`src/rtl/wm8731_init_sequencer.sv`:
```
// Walks the WM8731 power-up register table and feeds one 3-byte write per entry to the
// I2C_AUD writer, pacing each entry by START/DONE and a fixed idle gap.
module wm8731_init_sequencer #(
    parameter logic [7:0] DEV_ADDR    = 8'h34,
    parameter int         GAP_CYCLES  = 16,
    parameter int         TIMEOUT_CYC = 50000
) (
    input  logic       Clk,
    input  logic       Reset,
    input  logic       init_req,
    input  logic       i2c_done,
    output logic       i2c_start,
    output logic [7:0] i2c_addr,
    output logic [7:0] i2c_data1,
    output logic [7:0] i2c_data2,
    output logic [3:0] reg_idx,
    output logic       busy,
    output logic       init_done,
    output logic       fault,
    output logic [2:0] fsm_state
);

    localparam int NUM_REGS = 11;
    localparam int TCW      = (TIMEOUT_CYC > 2) ? $clog2(TIMEOUT_CYC) : 1;
    localparam int GCW      = (GAP_CYCLES > 1) ? $clog2(GAP_CYCLES + 1) : 1;

    localparam logic [TCW-1:0] TIMEOUT_LAST = TCW'(TIMEOUT_CYC - 1);
    localparam logic [GCW-1:0] GAP_LAST     = GCW'(GAP_CYCLES - 1);
    localparam logic [3:0]     IDX_LAST     = 4'(NUM_REGS - 1);

    typedef enum logic [2:0] {
        ST_IDLE,
        ST_LOAD,
        ST_START,
        ST_WAIT_DONE,
        ST_GAP,
        ST_DONE,
        ST_FAULT
    } state_t;

    state_t           state;
    logic             done_q;
    logic             done_rise;
    logic [TCW-1:0]   timeout_cnt;
    logic [GCW-1:0]   gap_cnt;

    // Each entry packs {reg[6:0], d[8:0]}, which is exactly {data1, data2}.
    function automatic logic [15:0] table_entry(input logic [3:0] idx);
        case (idx)
            4'd0:    table_entry = {7'd15, 9'h000};
            4'd1:    table_entry = {7'd6,  9'h000};
            4'd2:    table_entry = {7'd0,  9'h017};
            4'd3:    table_entry = {7'd1,  9'h017};
            4'd4:    table_entry = {7'd2,  9'h079};
            4'd5:    table_entry = {7'd3,  9'h079};
            4'd6:    table_entry = {7'd4,  9'h012};
            4'd7:    table_entry = {7'd5,  9'h000};
            4'd8:    table_entry = {7'd7,  9'h002};
            4'd9:    table_entry = {7'd8,  9'h000};
            4'd10:   table_entry = {7'd9,  9'h001};
            default: table_entry = 16'h0000;
        endcase
    endfunction

    // Handshake with I2C_AUD: i2c_start is a one-cycle request with addr/data already stable;
    // the writer acknowledges with a rising edge on i2c_done, and only the edge is consumed.
    assign done_rise = i2c_done & ~done_q;
    assign fsm_state = state;

    always_ff @(posedge Clk or posedge Reset) begin
        if (Reset) begin
            state       <= ST_IDLE;
            done_q      <= 1'b0;
            i2c_start   <= 1'b0;
            i2c_addr    <= 8'h00;
            i2c_data1   <= 8'h00;
            i2c_data2   <= 8'h00;
            reg_idx     <= 4'd0;
            busy        <= 1'b0;
            init_done   <= 1'b0;
            fault       <= 1'b0;
            timeout_cnt <= '0;
            gap_cnt     <= '0;
        end else begin
            done_q    <= i2c_done;
            i2c_start <= 1'b0;
            case (state)
                ST_IDLE, ST_DONE, ST_FAULT: begin
                    if (init_req) begin
                        state     <= ST_LOAD;
                        reg_idx   <= 4'd0;
                        init_done <= 1'b0;
                        fault     <= 1'b0;
                        busy      <= 1'b1;
                    end
                end
                ST_LOAD: begin
                    i2c_addr                 <= DEV_ADDR;
                    {i2c_data1, i2c_data2}   <= table_entry(reg_idx);
                    i2c_start                <= 1'b1;
                    state                    <= ST_START;
                end
                ST_START: begin
                    timeout_cnt <= '0;
                    state       <= ST_WAIT_DONE;
                end
                ST_WAIT_DONE: begin
                    // A DONE edge takes priority over a timeout landing in the same cycle.
                    if (done_rise) begin
                        gap_cnt <= '0;
                        state   <= ST_GAP;
                    end else if (timeout_cnt == TIMEOUT_LAST) begin
                        fault <= 1'b1;
                        busy  <= 1'b0;
                        state <= ST_FAULT;
                    end else begin
                        timeout_cnt <= timeout_cnt + 1'b1;
                    end
                end
                ST_GAP: begin
                    if (gap_cnt == GAP_LAST) begin
                        if (reg_idx == IDX_LAST) begin
                            init_done <= 1'b1;
                            busy      <= 1'b0;
                            state     <= ST_DONE;
                        end else begin
                            reg_idx <= reg_idx + 4'd1;
                            state   <= ST_LOAD;
                        end
                    end else begin
                        gap_cnt <= gap_cnt + 1'b1;
                    end
                end
                default: state <= ST_IDLE;
            endcase
        end
    end

endmodule

```
`config.mk`:
```
export PLATFORM = sky130hd
export DESIGN_NAME = wm8731_init_sequencer
export DESIGN_NICKNAME = d
export VERILOG_FILES = /design/src/rtl/wm8731_init_sequencer.sv
export SDC_FILE = /design/constraint.sdc
export NUM_CORES = 1
export LEC_CHECK = 0
export ABC_AREA = 1
export CORE_ASPECT_RATIO = 1.5
export CORE_MARGIN = 2
export CORE_UTILIZATION = 55
export CTS_CLUSTER_DIAMETER = 80
export CTS_CLUSTER_SIZE = 14
export DETAILED_ROUTE_END_ITERATION = 10
export PLACE_DENSITY = 0.89
export SETUP_SLACK_MARGIN = 0.15
export SKIP_CTS_REPAIR_TIMING = 1
export SYNTH_ARGS = -nofsm -noshare
export SYNTH_HDL_FRONTEND = slang
export SYNTH_SLANG_ARGS = --single-unit
export TNS_END_PERCENT = 1
```
`constraint.sdc`:
```
create_clock -name Clk -period 2.25 [get_ports Clk]
set_input_delay 0.45 -clock Clk [delete_from_list [all_inputs] [get_ports Clk]]
set_output_delay 0.45 -clock Clk [all_outputs]
set_load 0.1 [all_outputs]
```
==> results <==
- The wire length of the first global-routing pass is 9940 um.
- The final route contains 2,303 vias.
- Summed over all layers, the routed wires come to 5730 um.
- Dividing total power by cell area gives a power density of 1220 mW/mm^2.
- The final total negative setup slack is 0 ps.
- The cell family contributing the most delay on the critical path is simple AND/OR/NAND/NOR gates.
- The fraction of registers with async set/reset is 1.00.
- Derived from the worst setup path, the maximum achievable clock frequency is 0.555 GHz.
- The maximum net fanout on the critical path is 25.
- Setup violations remaining at the end of the flow were counted as 0.
- The worst-case IR drop observed on VDD is 797 uV.
- Dividing the final minimum period by the clock period gives 0.801.
- For the final database, setup skew stands at 9.22 ps.
- The run finished with clean final reports.
- Counting every sink on the clock net gives 43.
- The TritonCTS clock tree is done.
- At the later pin of the worst-skew pair, clock insertion delay measures 300 ps.
- The max-slew violation total from the final report is 0.
- The fraction of layout instances using a drive strength above 1 is 0.198.
- After filler insertion, the fill cell instance count of the layout stands at 452.
- The die width is 62.2 um.
- After floorplanning, the core was divided into 31 placement rows.
- The floorplan step set the die height to 91.3 um.
- STA classifies the critical path startpoint as a register.
- The tool flagged a number of max-cap violations equal to 0.
- The path class of the tightest hold or removal check is reg2reg.
- The most repeated cell in the gate-level netlist after synthesis is sky130_fd_sc_hd__nand2_1.
- The detail-routed via count per cell is 5.25.
- The instance count of the mapped netlist is 346.
- The signal arrival time at the worst endpoint is 2000 ps.
- The region available for standard cell placement spans 0.00485 mm^2.
- Clock-pin slew was measured on the worst setup and hold paths at 80 ps.
- The detailed-placement wirelength estimate is 4270 um.
- The root buffer selected by CTS is sky130_fd_sc_hd__clkbuf_8.
- The repair_antennas step left the layout with diodes totalling 0.
- The critical path goes through ha_1, nand2_2, clkinv_1, nand3_2, nor2_4, nand2_4, nand2_8, nand2_8, nand2_1, o21ai_2.
- Setup repair after global routing left no endpoint under its margin.
- The weighted congestion at the end of routability-driven global placement is 0.924.
- STA classifies the critical path endpoint as a register.
- The leading register cell type out of synthesis is sky130_fd_sc_hd__dfrtp_1.
- The number of clock buffers inserted by TritonCTS is 5.
- After synthesis, the mean cell area works out to 8.07 um^2.
- The number of warnings printed during yosys synthesis is 0.
- The initial antenna violation count is 0.
- The static leakage is 1.40 nW.
- Among the stages of the critical path, the cell type that occurs most often is sky130_fd_sc_hd__nand2_8.
- In this run the remaining antenna-violating nets after routing total 0.
- The final layout contains 387 nets.
- The commonest cells after synthesis are sky130_fd_sc_hd__nand2_1, sky130_fd_sc_hd__dfrtp_1, sky130_fd_sc_hd__nor2_1, sky130_fd_sc_hd__inv_1, sky130_fd_sc_hd__nand3_1.
- The effective utilization at floorplan is 0.576.
- The H-tree was split into 2 levels.
- Synthesis inferred 43 register bits.
- The wire length per cell is 13.1 um.
- After synthesis, the cell types taking the most area are sky130_fd_sc_hd__dfrtp_1, sky130_fd_sc_hd__nand2_1, sky130_fd_sc_hd__nor2_1.
- The largest total area in the synthesized netlist belongs to sky130_fd_sc_hd__dfrtp_1.
- The first-pass detailed-route iteration total is 4.
- The tightest hold path in the finished design has a slack of 472 ps.
- The number of distinct library cell variants in the gate-level netlist after synthesis is 39.
- The final critical-path required period is 1800 ps.
- The share of the Yosys chip area taken by registers is 0.385.
- In this run, synthesis inferred 0 flip-flops with an integrated enable.
- Global routing finished with a remaining overflow of 0.
- The first routing iteration left 149 violations.
- Data on the critical path is required at its endpoint by 2440 ps.
- The buffering stage count on the worst path with inverters included is 1.
- The area of the die is 0.00568 mm^2.
- The layout overhead on the synthesized area is 10.5%.
- On the critical path, the stage with the largest delay is an instance of sky130_fd_sc_hd__dfrtp_1.
- In this run the deepest clock path goes through 2 buffers.
- 39 I/O pins were placed.
- The number of DRC violations after detailed routing is 0.
- The global-route usage over all layers is 0.218.
- The count of buffers from port buffering is 28.
- The mapped netlist covers 0.00279 mm^2.
- The final count of hold timing violations is 0.
- On the worst path, the slowest cell contributes a delay of 490 ps.
- The maximum number of pins on one net before global-route repair is 44.
- The share of the synthesized area in the top cell type is 0.385.
- The via count of the first global-routing pass came to 2,326.
- Across all register-to-register paths, the minimum setup slack is 450 ps.
- The type of the worst setup path is reg2reg.
path summary, 6_finish.rpt:
check	endpoint	depth (start not counted)	from
min in group asynchronous	timeout_cnt[9]$_DFFE_PP0P_	3	Reset
worst min-delay path	busy$_DFFE_PP0P_	2	busy$_DFFE_PP0P_
worst min register to register	busy$_DFFE_PP0P_	2	busy$_DFFE_PP0P_
worst max register to register	timeout_cnt[12]$_DFFE_PP0P_	10	timeout_cnt[0]$_DFFE_PP0P_
max in group asynchronous	gap_cnt[2]$_DFFE_PP0P_	3	Reset
worst max-delay path	timeout_cnt[12]$_DFFE_PP0P_	10	timeout_cnt[0]$_DFFE_PP0P_
layout by cell type, fill, tap and decap left out, types with 10 or more instances in the layout:
cell	synthesis	layout
sky130_fd_sc_hd__buf_4	15	24
sky130_fd_sc_hd__conb_1	1	10
sky130_fd_sc_hd__dfrtp_1	43	43
sky130_fd_sc_hd__ha_1	11	11
sky130_fd_sc_hd__inv_1	29	28
sky130_fd_sc_hd__nand2_1	82	82
sky130_fd_sc_hd__nand2_2	10	10
sky130_fd_sc_hd__nand3_1	23	23
sky130_fd_sc_hd__nand4_1	10	10
sky130_fd_sc_hd__nor2_1	40	40
sky130_fd_sc_hd__o21ai_2	10	10
worst reg2reg max path: stages, from the launching register on:
cell,delay [ps]
sky130_fd_sc_hd__dfrtp_1,490
sky130_fd_sc_hd__ha_1,280
sky130_fd_sc_hd__nand2_2,90
sky130_fd_sc_hd__clkinv_1,70
sky130_fd_sc_hd__nand3_2,80
sky130_fd_sc_hd__nor2_4,150
sky130_fd_sc_hd__nand2_4,100
sky130_fd_sc_hd__nand2_8,110
sky130_fd_sc_hd__nand2_8,150
sky130_fd_sc_hd__nand2_1,140
sky130_fd_sc_hd__o21ai_2,50
metrics by stage:
| step | setup WS [ps] | cells | area [um^2] | utilization | power, W |
|---|---|---|---|---|---|
| after floorplan | 188 | 355 | 2830 | - | 0.00297 |
| after global placement | 288 | 431 | 3010 | 0.620 | 0.00327 |
| after detailed placement | 247 | 431 | 3010 | 0.620 | 0.00332 |
| after CTS | 442 | 439 | 3090 | 0.637 | 0.00379 |
| after global routing | 285 | 439 | 3090 | 0.637 | 0.00400 |
| final | 448 | 439 | 3090 | 0.637 | 0.00378 |
flip-flops by register name, summed over array words and instances (netlist names):
register     flops
i2c_start        1
reg_idx          4
fault            1
i2c_data1        4
i2c_addr         1
busy             1
timeout_cnt     16
gap_cnt          5
init_done        1
i2c_data2        5
fsm_state        3
done_q           1
routing by layer:
layer	share of wire	global-route usage	wire length, um	vias up
met5	0	0	0	-
met4	0.021	0.104	121	0
li1	-	-	-	1149
met3	0.033	0.0384	190	12
met2	0.55	0.412	3170	43
met1	0.39	0.230	2250	1099
area by class of cell:
class	instances	area [um^2]	share of cell area
clock buffer	7	76.3	0.0247
clock inverter	1	5.00	0.00162
inverter	38	143	0.0462
multi-input combinational	255	1450	0.471
sequential	43	1080	0.349
tap	66	82.6	0.0268
timing repair buffer	29	250	0.0811
cells by family (layout without fill, tap and decap cells):
kind of cell | count (synthesis) | in the layout | synth area share
compound gates | 44 | 44 | 0.114
xor+xnor | 9 | 9 | 0.0282
fa+ha+maj | 11 | 11 | 0.0493
buf+inv | 57 | 75 | 0.107
flops | 43 | 43 | 0.385
other cells | 1 | 10 | 0.00134
simple gates | 181 | 181 | 0.315
report_power, final:
| group | switching, W | internal, W | leakage [nW] |
|---|---|---|---|
| sequential | 0.000174 | 0.000933 | 0.560 |
| combinational | 0.00170 | 0.000492 | 0.799 |
| clock | 0.000262 | 0.000218 | 0.0422 |
Note: power is estimated with default switching activity, not from simulation.
